==> config.mk <==
export PLATFORM = sky130hd
export DESIGN_NAME = param_reg_file_flat
export DESIGN_NICKNAME = d
export VERILOG_FILES = /design/src/rtl/regfile_pkg.sv /design/src/rtl/param_reg_file_if.sv /design/src/rtl/reg_cell.sv /design/src/rtl/param_reg_file.sv /design/src/flat_wrapper.sv
export SDC_FILE = /design/constraint.sdc
export NUM_CORES = 1
export LEC_CHECK = 0
export CELL_PAD_IN_SITES_DETAIL_PLACEMENT = 0
export CELL_PAD_IN_SITES_GLOBAL_PLACEMENT = 2
export CORE_ASPECT_RATIO = 1.75
export CORE_MARGIN = 3
export CORE_UTILIZATION = 37
export CTS_CLUSTER_DIAMETER = 80
export DETAILED_ROUTE_END_ITERATION = 8
export PLACE_DENSITY = 0.81
export REMOVE_ABC_BUFFERS = 1
export SYNTH_ARGS = -nofsm -noshare
export SYNTH_HDL_FRONTEND = slang
export SYNTH_HIERARCHICAL = 1
export SYNTH_SLANG_ARGS = --single-unit
export TNS_END_PERCENT = 50
==> constraint.sdc <==
create_clock -name CLK -period 2.5 [get_ports CLK]
set_input_delay 0.5 -clock CLK [delete_from_list [all_inputs] [get_ports CLK]]
set_output_delay 0.5 -clock CLK [all_outputs]
set_load 0.02 [all_outputs]
==> src/rtl/regfile_pkg.sv <==
// Shared definitions for the parametrised register file.
// Holds the function-code constants and the per-register step function that
// yields a register's next value together with its wrap condition.
package regfile_pkg;

    localparam int unsigned FS_W  = 3;
    localparam int unsigned MAX_W = 32;

    localparam logic [FS_W-1:0] FS_HOLD = 3'b000;
    localparam logic [FS_W-1:0] FS_CLR  = 3'b001;
    localparam logic [FS_W-1:0] FS_LOAD = 3'b010;
    localparam logic [FS_W-1:0] FS_INC  = 3'b011;
    localparam logic [FS_W-1:0] FS_DEC  = 3'b100;
    localparam logic [FS_W-1:0] FS_SHL  = 3'b101;
    localparam logic [FS_W-1:0] FS_SHR  = 3'b110;
    localparam logic [FS_W-1:0] FS_ROL  = 3'b111;

    typedef struct packed {
        logic [MAX_W-1:0] next;
        logic             wrap;
    } step_t;

    // Operates on values zero-extended to MAX_W; w is the real register width.
    // The result is masked back to w bits so carries/shifts never leak upward.
    function automatic step_t reg_step(input logic [MAX_W-1:0] val,
                                       input logic [FS_W-1:0]  fun_sel,
                                       input logic [MAX_W-1:0] din,
                                       input int unsigned      w);
        step_t            s;
        logic [MAX_W-1:0] mask;
        logic             msb;
        mask   = (w >= MAX_W) ? '1 : ((MAX_W'(1) << w) - MAX_W'(1));
        msb    = |(val & (MAX_W'(1) << (w - 1)));
        s.next = val;
        s.wrap = 1'b0;
        case (fun_sel)
            FS_HOLD: s.next = val;
            FS_CLR:  s.next = '0;
            FS_LOAD: s.next = din;
            FS_INC: begin
                s.next = val + MAX_W'(1);
                s.wrap = (val == mask);
            end
            FS_DEC: begin
                s.next = val - MAX_W'(1);
                s.wrap = (val == '0);
            end
            FS_SHL: begin
                s.next = {val[MAX_W-2:0], 1'b0};
                s.wrap = msb;
            end
            FS_SHR: begin
                s.next = val >> 1;
                s.wrap = val[0];
            end
            FS_ROL: begin
                s.next = {val[MAX_W-2:0], msb};
                s.wrap = msb;
            end
        endcase
        s.next = s.next & mask;
        return s;
    endfunction

endpackage

==> src/rtl/param_reg_file_if.sv <==
// Bus bundle for param_reg_file.
// master: drives I, FunSel, RSel, O1Sel, O2Sel, FlagClr; receives O1, O2, Wrap.
// slave : the register file side.
interface param_reg_file_if
    import regfile_pkg::*;
#(
    parameter int unsigned NREG = 4,
    parameter int unsigned W    = 8
);
    localparam int unsigned SelW = $clog2(NREG);

    logic [W-1:0]    I;
    logic [FS_W-1:0] FunSel;
    logic [NREG-1:0] RSel;
    logic [SelW-1:0] O1Sel;
    logic [SelW-1:0] O2Sel;
    logic [NREG-1:0] FlagClr;
    logic [W-1:0]    O1;
    logic [W-1:0]    O2;
    logic [NREG-1:0] Wrap;

    modport master (
        output I, FunSel, RSel, O1Sel, O2Sel, FlagClr,
        input  O1, O2, Wrap
    );

    modport slave (
        input  I, FunSel, RSel, O1Sel, O2Sel, FlagClr,
        output O1, O2, Wrap
    );
endinterface

==> src/rtl/reg_cell.sv <==
// One register of the file plus its sticky wrap flag.
// Ports: CLK, RST_N (async active-low), En (register selected), FunSel,
// I (load data), FlagClr (sync flag clear), Q (current value),
// Next (value after the coming edge), Wrap (sticky flag).
module reg_cell
    import regfile_pkg::*;
#(
    parameter int unsigned W = 8
) (
    input  logic            CLK,
    input  logic            RST_N,
    input  logic            En,
    input  logic [FS_W-1:0] FunSel,
    input  logic [W-1:0]    I,
    input  logic            FlagClr,
    output logic [W-1:0]    Q,
    output logic [W-1:0]    Next,
    output logic            Wrap
);
    step_t        step;
    logic [W-1:0] q_q;
    logic         wrap_q;

    always_comb begin
        step = reg_step(MAX_W'(q_q), FunSel, MAX_W'(I), W);
    end

    // Upper bits are masked to zero by reg_step.
    if (W < MAX_W) begin : g_hi
        logic unused_hi;
        assign unused_hi = ^step.next[MAX_W-1:W];
    end

    assign Next = En ? step.next[W-1:0] : q_q;
    assign Q    = q_q;
    assign Wrap = wrap_q;

    always_ff @(posedge CLK or negedge RST_N) begin
        if (!RST_N) begin
            q_q    <= '0;
            wrap_q <= 1'b0;
        end else begin
            q_q <= Next;
            // A new wrap event outranks any clear in the same cycle.
            if (En && step.wrap) begin
                wrap_q <= 1'b1;
            end else if ((En && FunSel == FS_CLR) || FlagClr) begin
                wrap_q <= 1'b0;
            end
        end
    end
endmodule

==> src/rtl/param_reg_file.sv <==
// Parametrised register file: NREG registers of W bits, one shared function
// per clock applied to every register whose RSel bit is set, sticky per-register
// wrap flags, two combinational read ports.
// Ports: CLK, RST_N (async active-low), bus (param_reg_file_if.slave:
// I, FunSel, RSel, O1Sel, O2Sel, FlagClr in; O1, O2, Wrap out).
// BYPASS=1 makes a read of a register being written show its next value.
module param_reg_file
    import regfile_pkg::*;
#(
    parameter int unsigned NREG   = 4,
    parameter int unsigned W      = 8,
    parameter bit          BYPASS = 1'b0
) (
    input logic             CLK,
    input logic             RST_N,
    param_reg_file_if.slave bus
);
    localparam int unsigned SelW = $clog2(NREG);

    logic [W-1:0]    q   [NREG];
    logic [W-1:0]    nxt [NREG];
    logic [W-1:0]    rd  [NREG];
    logic [NREG-1:0] wrap;
    logic [W-1:0]    o1;
    logic [W-1:0]    o2;

    for (genvar g = 0; g < NREG; g++) begin : g_reg
        reg_cell #(
            .W(W)
        ) u_cell (
            .CLK    (CLK),
            .RST_N  (RST_N),
            .En     (bus.RSel[g]),
            .FunSel (bus.FunSel),
            .I      (bus.I),
            .FlagClr(bus.FlagClr[g]),
            .Q      (q[g]),
            .Next   (nxt[g]),
            .Wrap   (wrap[g])
        );

        assign rd[g] = (BYPASS && bus.RSel[g] && bus.FunSel != FS_HOLD) ? nxt[g] : q[g];
    end

    // Indices with no matching register (non-power-of-two NREG) read as 0.
    always_comb begin
        o1 = '0;
        o2 = '0;
        for (int unsigned k = 0; k < NREG; k++) begin
            if (bus.O1Sel == SelW'(k)) o1 = rd[k];
            if (bus.O2Sel == SelW'(k)) o2 = rd[k];
        end
    end

    assign bus.O1   = o1;
    assign bus.O2   = o2;
    assign bus.Wrap = wrap;
endmodule

==> src/flat_wrapper.sv <==
// flat-port wrapper written by rule: the top's interface ports become plain ports
module param_reg_file_flat import regfile_pkg::*;
#(
    parameter int unsigned NREG   = 4,
    parameter int unsigned W      = 8,
    parameter bit          BYPASS = 1'b0
)
  (CLK, RST_N, bus_I, bus_FunSel, bus_RSel, bus_O1Sel, bus_O2Sel, bus_FlagClr, bus_O1, bus_O2, bus_Wrap);
  param_reg_file_if #(.NREG(NREG), .W(W)) bus_i ();
  input logic CLK;
  input logic RST_N;
  input wire logic [$bits(bus_i.I)-1:0] bus_I;
  input wire logic [$bits(bus_i.FunSel)-1:0] bus_FunSel;
  input wire logic [$bits(bus_i.RSel)-1:0] bus_RSel;
  input wire logic [$bits(bus_i.O1Sel)-1:0] bus_O1Sel;
  input wire logic [$bits(bus_i.O2Sel)-1:0] bus_O2Sel;
  input wire logic [$bits(bus_i.FlagClr)-1:0] bus_FlagClr;
  output wire logic [$bits(bus_i.O1)-1:0] bus_O1;
  output wire logic [$bits(bus_i.O2)-1:0] bus_O2;
  output wire logic [$bits(bus_i.Wrap)-1:0] bus_Wrap;
  assign bus_i.I = bus_I;
  assign bus_i.FunSel = bus_FunSel;
  assign bus_i.RSel = bus_RSel;
  assign bus_i.O1Sel = bus_O1Sel;
  assign bus_i.O2Sel = bus_O2Sel;
  assign bus_i.FlagClr = bus_FlagClr;
  assign bus_O1 = bus_i.O1;
  assign bus_O2 = bus_i.O2;
  assign bus_Wrap = bus_i.Wrap;
  param_reg_file #(.NREG(NREG), .W(W), .BYPASS(BYPASS)) u_core (.CLK(CLK), .RST_N(RST_N), .bus(bus_i));
endmodule
Word level (Yosys, flattened, before mapping):

Index checks and enable logic that the tools add are counted.
W data, S select, Z words.

* bits in registers: 36
* logic and storage cells: 86

* reduce and logical (&&, ||, !) cells: 28
* eq/ne operators: 17
* bitwise gates (word level): 1
* $add $sub $neg: 8
* multiplexer cells: 24

Operators by type and width (count)
* $pmux W8 S8: 4
* $mux W8: 8
* $add A8 B1 Y8 const B: 4
* $eq A8 B8 Y1 const B: 4
* $logic_not A8 Y1: 4
* $sub A8 B1 Y8 const B: 4
* $pmux W1 S4: 4
* $eq A3 B3 Y1 const B: 4
* $eq A2 B2 Y1 const B: 4
* $logic_and A1 B1 Y1: 8
* $mux W1: 8
* $reduce_and A2 Y1: 4
* $reduce_bool A2 Y1: 4
* $eq A3 B2 Y1 const B: 2
* $eq A2 B1 Y1 const B: 2
* $logic_not A2 Y1: 2
* $logic_or A1 B1 Y1: 4
* $eq A3 B1 Y1 const B: 1
* $logic_not A3 Y1: 1
* $reduce_or A2 Y1: 1
* $not A1 Y1: 1

Longest topological paths before layout:

* word-level depth: 5
* depth in mapped cells: 9

Cells and area by module:

The synthesis kept the hierarchy.

By module, submodules not included
* reg_cell (u_core.g_reg[1].u_cell ...): times used 3, area each 1094.8 um2, cells an instance 129
* reg_cell (u_core.g_reg[0].u_cell): times used 1, area each 1107.3 um2, cells an instance 129
* param_reg_file: times used 1, area each 392.9 um2, cells an instance 20

Worst setup path after synthesis:

No wires, ideal clock.

* path kind: in2reg
* start point: input bus_FunSel[2]
* end point: register u_core.g_reg[0].u_cell.q_q[5]
* slack: 221 ps
* data arrival time: 2207 ps
* stages: 9
* path buffers: 1
* cell sequence: buf_6 > inv_6 > nor3_4 > ha_1 > a211oi_2 > o21bai_1 > a21oi_1 > mux2_2 > nor2_1

* longest elaborated chain between the ends: 3

Ends and longest elaborated chain
* start: declaration: line flat_wrapper.sv:13 `input wire logic [$bits(bus_i.FunSel)-1:0] bus_FunSel;`
* parallel branches: the longest is 3 deep, another holds $pmux W8 S8
* end signal: assignment: line reg_cell.sv:43 `q_q <= Next;`
* end: declaration: line reg_cell.sv:21 `logic [W-1:0] q_q;`

Parallel ways; which one is timed is not known.
A chain may end at the register's enable or synchronous reset.

Worst setup path in the final report:

* start point: input bus_O2Sel[0]
* end point: output bus_O2[4]

* longest elaborated chain between the ends: 5

Ends and longest elaborated chain
* start: declaration: line flat_wrapper.sv:16 `input wire logic [$bits(bus_i.O2Sel)-1:0] bus_O2Sel;`
* $logic_not A2 Y1: line param_reg_file.sv:51 `if (bus.O2Sel == SelW'(k)) o2 = rd[k];`
* $mux W8 (3 in a row): line param_reg_file.sv:51
* $mux W8 (*): line param_reg_file.sv:51
* end: declaration: line flat_wrapper.sv:19 `output wire logic [$bits(bus_i.O2)-1:0] bus_O2;`

Mark *: on every way between the ends. The rest lies on a longest branch, timed or not.

==> results.md <==
* Fin crit share at 0.982
* Clock Sinks at 36
* Final nets at between 600 and 700
* H-tree depth at 2
* DP Area at 5810 um^2
* Fillers at roughly 1300
* Ant diodes at 0
* Num rows at 54
* Cells after synthesis at approximately 540
* Tightest Hold Check Type: in2async
* Biggest area consumer among synthesized cells: dfrtp_1
* Synth warn at 6
* Vias at 4889
* DP Worst Slack at -0.233 ns
* Drt pass-1 iters at 5
* Die Y at between 150 and 200 um
* Crit path max fanout at 8
* RSZ-0062 raised after global routing: true
* Slew HR at 0.681
* Yosys top cell area share at 0.188
* CP Data Arrival Time at between 1.5 and 2 ns
* Initial antenna violation count at 0
* Total global-route track usage at 0.233
* CP endpoint: bus_O2[4]
* Final Core Density at 0.471
* Crit-path cells: clkdlybuf4s50_1 -> buf_12 -> mux4_2 -> clkdlybuf4s15_1
* Peak supply drop at around 0.00026 V
* Final hold viol count at 0
* Reg2reg start: u_core/g_reg[0].u_cell/Q[0]
* Final worst setup slack at approximately 0.044 ns
* Max Root-Sink Buffers at 2
* Drc violations at 0
* DP HPWL at 12.7 mm
* Worst path max stage delay at 0.50 ns
* Worst endpoint required time at roughly 2.0 ns
* Detailed Route WL at around 16 mm
* Top_reg_cell synth: dfrtp_1
* Core area at between 10000 and 15000 um^2
* Syn Std Cell Area at around 4800 um^2
* Total grt overflow at 0
* Final instance area at approximately 6000 um^2
* Synthesized area per cell at approximately 9 um^2
* Seq/Total Area, Yosys at 0.188
* Vias/cell at 6.09
* CTS tree: done
* Final setup viols at 0
* Synth cell types at 56
* CP startpoint kind: primary input
* Main area contributors after synthesis: dfrtp_1 19%, mux4_2 7.5%, ha_1 6.3%, a21oi_1 4.2%, buf_6 3.5%
* Top-count cell post-synth: a21oi_1
* R2R depth at 6
* Max Freq at a little over 400 MHz
* Worst R2R End: u_core/g_reg[0].u_cell/Q[6]
* Min cycle time layout at roughly 2.5 ns
* Boundary Pins at 45
* Die area at about 14000 um^2
* Most frequent cells after synthesis: 40 x a21oi_1, 36 x dfrtp_1, 36 x nand2_1, 36 x nor2_1, 24 x ha_1
* Gp weighted congestion at roughly 0.87
* Post-route antenna net violation count at 0
* Post-CTS Setup Inserts at 0
* Worst-Skew Late Latency at between 0.2 and 0.3 ns
* Leakage at ~2.4 nW
* Max Slew Vio Count at 0
* Clk Tree Root Cell: clkbuf_16
* Cts repair resizes at 18
* Storage element area at about 900 um^2
* Status: complete, no violations
* Layout area overhead at 23.7%
* Initial Utilization at 0.381
* DRT iter0 DRCs at about 240
* Asr flop ratio synth at 1.00
* Power Density at about 600 nW/um^2
* Global-route wire length before repair at 26.4 mm
* Port Buffer Count at 44
* Crit. End Element: output pin
* Largest net degree at the start of global routing at 63
* CTS buffer count at 5
* Share of cells above drive strength 1 at 0.260
* Multi-input gate area at between 3000 and 4000 um^2
* R2R Setup Slk at around 0.35 ns
* WL/cell at 20.5 um
* Die X at about 92 um
* Post-synth EDFFs at 0
* Clock-pin transition on the worst setup and hold timing paths at about 0.06 ns
* Setup CP Type: in2out
* CP max stage cell: clkdlybuf4s50_1
* CP startpoint: bus_O2Sel[0]
* Max cap viols at 0
* Actual slew at the worst max-slew pin at between 0.4 and 0.5 ns
* Hold buffers post-CTS at 0
* Vias in the first global route at 4941
* Synthesis-stage register bit count at 36
* Layout Skew at between 0.002 and 0.0025 ns
critical path: cells and delay by family:
family,cells,cell delay (ns)
buf+inv,3,0.95
mux,1,0.50
worst min-delay path by stage:
stage,end,depth (start not counted),slack (ns),start
final,u_core/g_reg[1].u_cell/Wrap,1,0.15,RST_N
after global routing,u_core/g_reg[1].u_cell/Q[6],1,0.18,RST_N
after CTS,u_core/g_reg[1].u_cell/Q[6],1,0.16,RST_N
after detailed placement,u_core/g_reg[1].u_cell/Q[6],1,0.47,RST_N
after global placement,u_core/g_reg[1].u_cell/Q[6],1,0.46,RST_N
after floorplan,u_core/g_reg[0].u_cell/Q[0],0,0.20,RST_N
placed cells by master (no fill, tap or decap), drive strengths merged, types with 20 or more instances in the layout:
cell type      count
dfrtp             36
buf               78
nand2             36
inv               24
clkdlybuf4s50     24
ha                24
o21ai             36
nor2              40
nor3              32
nor4              20
a21oi             40
cells by family after synthesis:
logic type,after synthesis,share of synthesized area
AO/OA/AOI/OAI,192,0.303
XOR/XNOR,4,0.00732
adder cells (fa/ha/maj),28,0.0795
buffers and inverters,52,0.0724
flip-flops,36,0.188
multiplexers,36,0.118
AND/OR/NAND/NOR,188,0.231
through the flow:
stage | std cells | total power [mW] | hold slack, ns | TNS, ns
global route | 803 | 3.78 | 0.177 | -0.00793
finish | 803 | 3.56 | 0.154 | 0
CTS | 803 | 3.57 | 0.157 | 0
global placement | 795 | 2.88 | 0.459 | -4.29
floorplan | 508 | 2.00 | 0.204 | 0
detailed placement | 795 | 2.93 | 0.469 | -4.89
metal layers:
layer / global-route usage / vias up / routed length (um)
met2: 0.423 / 158 / 8450
met3: 0.0226 / 35 / 708
met5: 0 / - / 0
met1: 0.280 / 2374 / 6760
li1: - / 2322 / -
met4: 0.0936 / 0 / 556
sequential cells by signal, summed over array words and instances, names as in the netlist:
signal and flops:
u_core/g.u_cell/Q 32, u_core/g.u_cell/Wrap 4
where the power goes:
| group | total (mW) | switching, mW | internal, mW |
|---|---|---|---|
| clock network | 0.668 | 0.269 | 0.399 |
| logic | 1.87 | 0.951 | 0.920 |
| registers | 1.02 | 0.317 | 0.701 |
final cells by class:
class | count | area share
repair buffers | 119 | 0.172
inverters | 24 | 0.0186
well taps | 168 | 0.0355
clock buffers | 8 | 0.0247
multi-input cells | 448 | 0.597
flip-flops and latches | 36 | 0.152
Power figures use the tool's default switching activity.
==> patch 1: new RTL, same flow settings <==
`BYPASS` is set to 1'b0 in 2 places; all go to 1'b1.
--- a/src/rtl/param_reg_file.sv
+++ b/src/rtl/param_reg_file.sv
@@ -9,7 +9,7 @@
 #(
     parameter int unsigned NREG   = 4,
     parameter int unsigned W      = 8,
-    parameter bit          BYPASS = 1'b0
+    parameter bit          BYPASS = 1'b1
 ) (
     input logic             CLK,
     input logic             RST_N,
--- a/src/flat_wrapper.sv
+++ b/src/flat_wrapper.sv
@@ -3,7 +3,7 @@
 #(
     parameter int unsigned NREG   = 4,
     parameter int unsigned W      = 8,
-    parameter bit          BYPASS = 1'b0
+    parameter bit          BYPASS = 1'b1
 )
   (CLK, RST_N, bus_I, bus_FunSel, bus_RSel, bus_O1Sel, bus_O2Sel, bus_FlagClr, bus_O1, bus_O2, bus_Wrap);
   param_reg_file_if #(.NREG(NREG), .W(W)) bus_i ();
Formal check against the unedited RTL: not equivalent (Yosys sat finds a counterexample within 4 cycles, from zero or initial values and one cycle with RST_N low).
==> patch 1 against the unedited design <==
The flow now finishes with violations (setup timing); worst setup slack got worse by 1.4 ns; worst hold slack better by 0.13 ns; power increased by 33%; register-to-register slack got worse by 0.17 ns; area after synthesis increased by 16%; wire length grew 47%; clock power grew 15%; sequential cell count stayed put; via count is 42% higher; final area increased by 48%.
==> patch 1: results (changes against the unedited design) <==
run_status:
  status: "complete, but fails checks"
  violations: "setup timing"
routing:
  drt_wl_total_mm: 24.2  # +47%
  met3_length_mm: 1.11  # +57%
  avgRoutedWirePerCell_um: 22.1  # +7.9%
  wl_met1_mm: 9.14  # +35%
  drt_iter0_markers: 404  # +66%
  met2_length_mm: 12.6  # +49%
  viasPerCell: 6.34  # +4.2%
synthesis:
  yosys-top-cells-count: "a211oi_1, a21oi_1, nand2_1"
  synth.area.mux_share_pct: 3.68  # -8.1 points
  synth_fa_ha_area_share_pct: 6.83  # -1.1 points
  synth_xor_area_share_pct: 0.629  # -0.10 points
  syn_inst: 666  # +24%
  synth_area_leaders: "dfrtp_1, a211oi_1, o311a_1"
  yosys_most_used_dff: "dfrtp_1"
  synth-compound-area-share_pct: 41.9  # +12 points
sta:
  worst_slew_pin_slew_ns: 0.739  # +0.265 ns
  whs_ns: 0.284  # +0.130 ns
  fin_ws_ns: -1.38  # -1.43 ns
  setup_viol: 17  # +17
  tns_ns: -18.19  # -18.19 ns
  finClkSkew_ns: 0.00595  # +0.00353 ns
global_routing:
  track_usage_pct: 28.1  # +4.8 points
  grtUsageMet1_pct: 32.4  # +4.4 points
  grt_start_max_net_pins: 66  # +4.8%
  grt_use_met3_pct: 2.99  # +0.72 points
placed_design:
  placed_cell_area_um2: 7460  # +28%
  placed_cells: 1046  # +32%
  pre_cts_slack_ns: -2.04  # -1.80 ns
  hpwl_mm: 17.5  # +38%
power:
  vdd_ir_drop_max_mv: 0.290  # +11%
  internal_power_mw: 2.70  # +34%
  leakage_nw: 3.61  # +49%
cells_and_area:
  fin_nets: 966  # +41%
  drive_gt1_share_pct: 46.8  # +21 points
worst_setup_path:
  reg2reg_to: "u_core/g_reg[2].u_cell/Q[5]$_DFF_PN0_"
  crit_slowest_cell: "a211oi_1"
  worstPathMaxFanout: 5  # -3
  critPathLaunch: "bus_FunSel[0]"
  r2r-start: "u_core/g_reg[2].u_cell/Q[1]$_DFF_PN0_"
  slowest_delay_ns: 0.47  # -0.03 ns
  endpoint: "bus_O2[7]"
clock_tree:
  post_cts_buffers: 22  # +22
  post_cts_resized: 167  # +149
-- patch 1: cell count changes after synthesis, sizes merged, moves of 16 or more --
| cell | before | now |
|---|---|---|
| o311a | 0 | 32 |
| nor4 | 20 | 36 |
| a211oi | 8 | 72 |
| buf | 22 | 40 |
| mux4 | 16 | 0 |
-- patch 1: kinds of logic after synthesis --
kind of cell    after synthesis
fa+ha+maj                    28
xor+xnor                      4
mux                          20
simple gates                212
flops                        36
compound gates              292
buf+inv                      74
-- patch 1: worst max-delay path: cells and delay by family --
family,cells,cell delay [ns]
AOI/OAI and AO/OA,2,0.61
adders and majority gates,1,0.20
and+or+nand+nor,7,1.46
buffers and inverters,4,0.60
-- patch 1: area by class of cell --
| class | count | area, um^2 |
|---|---|---|
| Multi-Input combinational cell | 556 | 4880 |
| Tap cell | 180 | 225 |
| Clock inverter | 2 | 35.0 |
| Timing Repair Buffer | 290 | 2460 |
| Sequential cell | 36 | 901 |
| Clock buffer | 6 | 129 |
| Inverter | 24 | 118 |
| Fill cell | 1295 | 5840 |
==> patch 2: new RTL, same settings <==
Made on the original files. Take the reset off `q_q` and load it in a clocked block of its own.
--- a/src/rtl/reg_cell.sv
+++ b/src/rtl/reg_cell.sv
@@ -37,10 +37,8 @@
 
     always_ff @(posedge CLK or negedge RST_N) begin
         if (!RST_N) begin
-            q_q    <= '0;
             wrap_q <= 1'b0;
         end else begin
-            q_q <= Next;
             // A new wrap event outranks any clear in the same cycle.
             if (En && step.wrap) begin
                 wrap_q <= 1'b1;
@@ -49,5 +47,9 @@
             end
         end
     end
+
+    always_ff @(posedge CLK) begin
+        q_q <= Next;
+    end
 endmodule
 
Check against the original RTL: not equivalent (a bounded check fails within 4 cycles, from zero or initial values and one cycle with RST_N low).
==> patch 2 against the unedited design <==
Sequential cell count unchanged; critical path type unchanged; final area shrank 2.0%; register-to-register slack better by 0.06 ns; global-route usage down 0.93 points; non-clock buffer count rose by 4; area after synthesis shrank 3.3%; worst setup slack got worse by 0.018 ns; die area shrank 3.2%; wire length decreased by 5.0%; sequential power shrank 5%; power decreased by 0.68%.
==> patch 2: results (changes against the unedited design) <==
routing:
  drt_wl_total_mm: 15.6  # -5.0%
  first_pass_iters: 5  # unchanged
  viasPerCell: 5.96  # -2.1%
  drt_iter0_markers: 221  # -9.4%
hold_path:
  hold_path.class: "input port to async pin"
synthesis:
  ys_seq_area_share_pct: 16.0  # -2.8 points
  synth_area_leaders: "dfxtp_1, mux4_2, ha_1"
  async_reset_ff_share_pct: 11.1  # -89 points
  yosys-top-cells-count: "a21oi_1, nand2_1, nor2_1"
  yosys.cell_types.count: 57  # +1.8%
  yosys_most_used_dff: "dfxtp_1"
  yosysWarnings: 6  # unchanged
run_status:
  status: "finished, final reports clean"
placed_design:
  placed_cell_area_um2: 5670  # -2.4%
  gp_congestion: 0.897  # +3.1%
  io_buffer_count: 44  # unchanged
  hpwl_mm: 12.2  # -3.4%
  pre_cts_slack_ns: -0.233  # +0.000418 ns
global_routing:
  grt_pass1_wl_mm: 24.9  # -5.6%
  grt_pass1_vias: 4772  # -3.4%
  track_usage_pct: 22.4  # -0.93 points
  grt_start_max_net_pins: 31  # -51%
  antenna_found_initial: 0  # unchanged
worst_setup_path:
  worstPathMaxFanout: 8  # unchanged
  reg2reg_slack_ns: 0.41  # +0.06 ns
  cp_data_arrival_time_ns: 1.97
  reg2reg_to: "u_core/g_reg[3].u_cell/Q[7]$_DFF_P_"
  r2r-start: "u_core/g_reg[3].u_cell/Q[1]$_DFF_P_"
  worst-r2r-cell-count: 6  # unchanged
clock_tree:
  cts_made_buffers: 5  # unchanged
  cts_buffer_depth: 2  # unchanged
  root_buffer: "clkbuf_16"
  htreeDepth: 2  # unchanged
  clkSlewWorstSetupHoldPaths_ns: 0.06  # about the same
  worst_skew_pair.late_latency_ns: 0.29  # about the same
  post_cts_buffers: 0  # unchanged
cells_and_area:
  diodes: 0  # unchanged
  fin_nets: 691  # +0.58%
  largest_reg_flops: 32  # unchanged
  drive_gt1_share_pct: 25.5  # -0.48 points
power:
  leakage_nw: 2.32  # -4.2%
  vdd_ir_drop_max_mv: 0.286  # +9.3%
sta:
  whs_ns: 0.495  # +0.341 ns
  hold_viol: 0  # unchanged
  finClkSkew_ns: 0.00685  # +0.00444 ns
  worst_slew_pin_slew_ns: 0.500  # +0.0259 ns
-- patch 2: cell count changes after synthesis --
cell and change:
dfrtp_1 -32, dfxtp_1 +32
-- patch 2: cell families (layout without fill, tap and decap cells) --
kind of cell             Yosys count  count (layout)  share of synthesized area (%)
adder cells (fa/ha/maj)           28              28                           8.23
multiplexers                      36              36                           12.2
AND/OR/NAND/NOR                  188             188                           23.9
flip-flops                        36              36                           16.0
AO/OA/AOI/OAI                    192             192                           31.4
buffers and inverters             52             155                           7.49
XOR/XNOR                           4               4                          0.757
-- patch 2: per-stage QoR --
step	utilization, %	instances	total power, mW	setup TNS (ns)
finish	47.8	804	3.53	0
global route	47.8	804	3.76	0
CTS	47.7	804	3.54	0
detailed placement	46.7	796	2.93	-4.85
global placement	46.7	796	2.89	-4.27
floorplan	-	508	2.00	0
-- patch 2: how the worst max path moves through the flow --
stage | slack, ns | endpoint | from | cells after the start
after global placement | -0.20 | bus_O1[6] | bus_O1Sel[0] | 4
final | 0.03 | bus_O1[7] | bus_O1Sel[0] | 4
after floorplan | 0.38 | u_core/g_reg[0].u_cell/Q[5]$_DFF_P_ | bus_FunSel[2] | 8
after CTS | 0.01 | bus_O1[1] | bus_O1Sel[0] | 4
after detailed placement | -0.23 | bus_O2[2] | bus_O2Sel[0] | 4
after global routing | 0.0005 | bus_O1[4] | bus_O1Sel[0] | 4
-- patch 2: final cells by class --
type | count | area [um^2]
fill | 1249 | 6330
multi-input combinational | 448 | 3540
inverter | 24 | 110
clock buffer | 7 | 133
tap | 165 | 206
sequential | 36 | 741
timing repair buffer | 123 | 1060
clock inverter | 1 | 5.00
-- patch 2: repair_timing --
action	in CTS	in global routing
hold buffers	0	0
endpoints found under the setup margin	16	16
resized for setup	18	13
-- patch 2: per-layer routing --
layer  routed length [um]  up-vias  GRT usage [%]
met5                    0        -              0
met1                 6390     2302           26.0
met4                  468        0           8.62
li1                     -     2328              -
met2                 8250      135           41.3
met3                  535       27           2.50
-- patch 2: critical path, stage by stage --
cell,delay (ns)
clkdlybuf4s50_1,0.50
buf_12,0.15
mux4_2,0.48
dlygate4sd2_1,0.33
-- patch 2: where the power goes --
group | switching (mW) | leakage, nW | internal (mW) | total [mW]
clock | 0.273 | 0.0679 | 0.370 | 0.643
combinational | 0.971 | 1.93 | 0.949 | 1.92
sequential | 0.268 | 0.323 | 0.703 | 0.971
total | 1.51 | 2.32 | 2.02 | 3.53
